File: src/rtl/pipelined_adder.sv
// pipelined_adder: WIDTH-bit add/subtract split into WIDTH/CHUNK ripple stages.
// Each stage adds one CHUNK slice using the carry registered by the stage below.
// The operand bits not yet added travel alongside that carry.
// The whole pipe advances on one global enable, which is in_ready.
module pipelined_adder #(
  parameter int unsigned WIDTH = 16,
  parameter int unsigned CHUNK = 4
) (
  input  logic             clk,
  input  logic             rst_n,
  input  logic             in_valid,
  output logic             in_ready,
  input  logic [WIDTH-1:0] a,
  input  logic [WIDTH-1:0] b,
  input  logic             c_in,
  input  logic             sub,
  output logic             out_valid,
  input  logic             out_ready,
  output logic [WIDTH-1:0] sum,
  output logic             carry,
  output logic             overflow
);

  localparam int unsigned STAGES = WIDTH / CHUNK;

  logic             en;
  logic [WIDTH-1:0] b_eff;
  logic             cin_eff;

  // The pipe moves only when the output register is empty or being drained.
  // This freezes every stage during a stall.
  assign en       = !out_valid || out_ready;
  assign in_ready = en;

  // Subtraction is a + ~b + 1, so the forced carry-in replaces c_in.
  assign b_eff   = sub ? ~b : b;
  assign cin_eff = sub ? 1'b1 : c_in;

  for (genvar k = 0; k < STAGES; k++) begin : gen_stage
    localparam int unsigned Lo = k * CHUNK;
    localparam int unsigned Hi = Lo + CHUNK;

    // Operand bits still to be added, plus the carry and valid from the stage below
    logic [WIDTH-1:Lo] a_in;
    logic [WIDTH-1:Lo] b_in;
    logic              cin;
    logic              vin;
    logic [CHUNK:0]    slice;
    logic [Hi-1:0]     sum_d;
    logic [Hi-1:0]     sum_q;
    logic              valid_q;
    logic              carry_q;

    if (k == 0) begin : gen_first
      assign a_in  = a;
      assign b_in  = b_eff;
      assign cin   = cin_eff;
      assign vin   = in_valid;
      assign sum_d = slice[CHUNK-1:0];
    end else begin : gen_later
      assign a_in  = gen_stage[k-1].gen_fwd.a_q;
      assign b_in  = gen_stage[k-1].gen_fwd.b_q;
      assign cin   = gen_stage[k-1].carry_q;
      assign vin   = gen_stage[k-1].valid_q;
      assign sum_d = {slice[CHUNK-1:0], gen_stage[k-1].sum_q};
    end

    assign slice = {1'b0, a_in[Lo +: CHUNK]} + {1'b0, b_in[Lo +: CHUNK]}
                 + {{CHUNK{1'b0}}, cin};

    // Stage token and partial sum.
    // Data only loads behind a valid token, so bubbles keep old, X-free values.
    always_ff @(posedge clk) begin
      if (!rst_n) begin
        valid_q <= 1'b0;
        carry_q <= 1'b0;
        sum_q   <= '0;
      end else if (en) begin
        valid_q <= vin;
        if (vin) begin
          carry_q <= slice[CHUNK];
          sum_q   <= sum_d;
        end
      end
    end

    if (k < STAGES - 1) begin : gen_fwd
      logic [WIDTH-1:Hi] a_q;
      logic [WIDTH-1:Hi] b_q;

      // Delay the upper operand slices so each one meets its carry in the next stage
      always_ff @(posedge clk) begin
        if (!rst_n) begin
          a_q <= '0;
          b_q <= '0;
        end else if (en && vin) begin
          a_q <= a_in[WIDTH-1:Hi];
          b_q <= b_in[WIDTH-1:Hi];
        end
      end
    end else begin : gen_last
      logic ovf_d;
      logic overflow_q;

      // Top slice holds both operand sign bits and the result sign bit
      assign ovf_d = (a_in[WIDTH-1] == b_in[WIDTH-1]) && (slice[CHUNK-1] != a_in[WIDTH-1]);

      // Signed overflow is registered alongside the final sum slice
      always_ff @(posedge clk) begin
        if (!rst_n) begin
          overflow_q <= 1'b0;
        end else if (en && vin) begin
          overflow_q <= ovf_d;
        end
      end
    end
  end

  assign out_valid = gen_stage[STAGES-1].valid_q;
  assign sum       = gen_stage[STAGES-1].sum_q;
  assign carry     = gen_stage[STAGES-1].carry_q;
  assign overflow  = gen_stage[STAGES-1].gen_last.overflow_q;

endmodule

File: config.mk
export PLATFORM = sky130hd
export DESIGN_NAME = pipelined_adder
export DESIGN_NICKNAME = d
export VERILOG_FILES = /design/src/rtl/pipelined_adder.sv
export SDC_FILE = /design/constraint.sdc
export NUM_CORES = 1
export LEC_CHECK = 0
export CAP_MARGIN = 10
export CORE_AREA = 5 5 91 93
export CTS_BUF_LIST = sky130_fd_sc_hd__clkbuf_4
export DETAILED_ROUTE_END_ITERATION = 16
export DIE_AREA = 0 0 96 98
export GPL_TIMING_DRIVEN = 0
export PLACE_DENSITY_LB_ADDON = 0.12
export SLEW_MARGIN = 20
export SYNTH_ARGS = -nofsm -noshare
export SYNTH_HDL_FRONTEND = slang
export SYNTH_SLANG_ARGS = --single-unit
File: constraint.sdc
create_clock -name clk -period 7.91 [get_ports clk]
set_input_delay 1.1865 -clock clk [delete_from_list [all_inputs] [get_ports clk]]
set_output_delay 1.1865 -clock clk [all_outputs]
set_load 0.005 [all_outputs]
==> out/metrics.cfg <==
[floorplan]
core_area_sq_um=7450
rows=32
io_pins=58
die_w_um=96
initial_utilization_pct=59.1
die_h_um=98
die-area_sq_um=9410

[logic_synthesis]
synth_top_cell_by_area=dfxtp_1
ys.warnings.count=0
netlist_top_cells_area=dfxtp_1 (44%), a21oi_1 (11%), nand3_1 (7.8%), o21ai_0 (7.7%), fa_1 (3.6%)
post-synth-top-count-cell=dfxtp_1
netlist-cell-type-count=38
syn-instance-count=504
ys_seq_area_share_pct=44.1
ys_top_cells_by_count=dfxtp_1 (97), a21oi_1 (93), nand3_1 (69), o21ai_0 (68), clkbuf_1 (21)
synthArstFlopShare_pct=0
synth_area_sq_um=4400
ys_seq_elements=97
yosysTopAreaCellShare_pct=44.1
synthFlopType=dfxtp_1
avgSynthCellArea_sq_um=8.73
syn-num-nets=562
synth_edf_count=0

[power]
irDropWorstVdd_mv=0.0906
cellPowerDensity_nw_per_um2=174
power_leakage_nw=1.86
p_total_mw=0.913

[grt]
grt_pass1_wl_um=18000
grt_max_degree=19
grt-ovfl-total=0
antenna_found_initial=0
track_usage_pct=24.4
grt_pass1_vias=3871

[detailed_routing]
ant_nets=0
vias=4013
wl_per_cell_um=16.2
route.detailed.drc=0
firstDrtPassIters=5
initialDrtViolationCount=250
routed_via_density=5.92
wl_um=11000

[worst_setup_path]
crit_start=out_ready
reg2reg_slack_ns=5.87
crit_arrival_ns=2.77
ff2ff_path_depth=7
cp-endpoint=in_ready
endpoint_kind=output pin
r2r-end=gen_stage[1].carry_q
crit_type=in2out
reg2reg_from=gen_stage[0].carry_q
critical_path_peak_fanout=10
cp-start-kind=input pin
crit_required_ns=6.72

[sta]
setup_viol=0
timing.final.crit_share_pct=50.0
hold_ws_ns=0.485
finalClockSkew_ns=0.0187
setup_total_negative_slack_ns=0
drv_slew=0
rsz0062_at_grt=no
hold_viol=0
min_period_ns=3.96
fmax_mhz=253
worst_pin_slew_ns=0.673
max_slew_margin_pct=55.1

[clock_network]
htreeDepth=3
ctsResizeCount=0
cts_tree=yes
cts_setup_buffers=0
clk_pin_slew_ns=0.16
clockBufferDepth=2
clk_latency_ns=0.46
numCtsBuffers=9
cts_sinks=97
root_buffer=clkbuf_4
cts_hold_buf=0

[layout]
finalNonFillerCells=678
area_growth_pct=19.1
design_area_sq_um=5240
antennaDiodeCount=0
final_nets=629
drive_above_1_share_pct=7.64

[placed_design]
port_buffers=56
dp_hpwl_um=8420
gp_congestion=0.929
dpl.cell_count=662
placed_area_sq_um=5090

[min_path]
hold_path_class=reg2reg

[flow_run]
maxCapViolCount=0

[run_status]
status=completed

-- final cells by class --
| type | instances | area (sq um) |
|---|---|---|
| fillers | 645 | 2210 |
| multi-input cells | 345 | 2150 |
| flip-flops and latches | 97 | 1940 |
| repair buffers | 56 | 561 |
| plain buffers | 49 | 250 |
| well taps | 102 | 128 |
| clock inverters | 7 | 83.8 |
| clock buffers | 9 | 67.6 |
| inverters | 13 | 56.3 |
-- routing by layer --
metal / part of all wire (%) / global-route usage, % / vias up / routed length, um
met5: 0 / 0 / - / 0
met4: 2.4 / 10.2 / 0 / 263
met3: 6.3 / 4.24 / 20 / 688
met2: 49 / 40.1 / 150 / 5430
li1: - / - / 1950 / -
met1: 42 / 31.1 / 1893 / 4630
-- per-stage QoR --
step | setup WS (ns) | util, %
3_3_place_gp | 3.97 | 68.3
5_1_grt | 3.90 | 70.4
2_1_floorplan | 4.53 | -
3_5_place_dp | 3.95 | 68.3
6_report | 3.95 | 70.4
4_1_cts | 3.95 | 70.4
-- critical path, cell delays in order --
cell and delay (ns):
clkdlybuf4s50_1 0.52, nor2b_4 0.05, buf_6 0.15, inv_8 0.09, buf_2 0.23, clkdlybuf4s50_1 0.54
-- cells by family after synthesis --
logic type	synth area share [%]
flops	44.1
xor+xnor	3.98
compound gates	25.4
buf+inv	6.97
fa+ha+maj	7.05
simple gates	12.5
-- how the worst min path moves through the flow --
| stage | startpoint | end | slack [ns] | depth (start not counted) |
|---|---|---|---|---|
| floorplan | gen_stage[0].gen_fwd.a_q[15] | gen_stage[1].gen_fwd.a_q[15] | 0.44 | 2 |
| global placement | gen_stage[1].gen_fwd.a_q[15] | gen_stage[2].gen_fwd.a_q[15] | 0.45 | 2 |
| detailed placement | gen_stage[1].gen_fwd.b_q[15] | gen_stage[2].gen_fwd.b_q[15] | 0.47 | 2 |
| CTS | gen_stage[0].gen_fwd.a_q[13] | gen_stage[1].gen_fwd.a_q[13] | 0.48 | 2 |
| global route | gen_stage[2].sum_q[5] | sum[5] | 0.49 | 2 |
| finish | gen_stage[0].gen_fwd.a_q[13] | gen_stage[1].gen_fwd.a_q[13] | 0.48 | 2 |
-- sequential cells by signal (all words and copies together), names as in the netlist --
| register | cells |
|---|---|
| out_valid | 1 |
| gen_stage.gen_fwd.a_q | 24 |
| gen_stage.sum_q | 24 |
| overflow | 1 |
| sum | 16 |
| gen_stage.valid_q | 3 |
| gen_stage.carry_q | 3 |
| carry | 1 |
| gen_stage.gen_fwd.b_q | 24 |
-- placed cells by master (no fill, tap or decap), types with 2 or more instances in the layout --
cell type and instances:
nand4_1 3, a221o_1 2, buf_2 14, o221ai_1 3
and2_1 3, buf_4 6, inv_1 12, nor3_1 5
a311oi_1 3, nand3_1 69, inv_8 2, nand2b_1 2
inv_6 2, o21ai_0 68, nor2_1 3, buf_1 5
nor2b_1 4, clkbuf_1 21, xnor2_1 15, ha_1 12
fa_1 8, or2_2 2, o2111ai_1 2, a211oi_1 17
xor2_1 5, buf_6 2, dfxtp_1 97, nand2_1 12
clkinv_4 2, a21o_1 5, a21oi_1 93, clkdlybuf4s50_1 56
a2111oi_0 2, clkbuf_4 9
-- power by group --
part	internal (mW)	leakage (nW)	switching [mW]
registers	0.508	0.790	0.0123
clock network	0.102	0.0790	0.179
logic	0.0519	0.991	0.0604
total	0.662	1.86	0.251
Note: power is estimated with default switching activity, not from simulation.
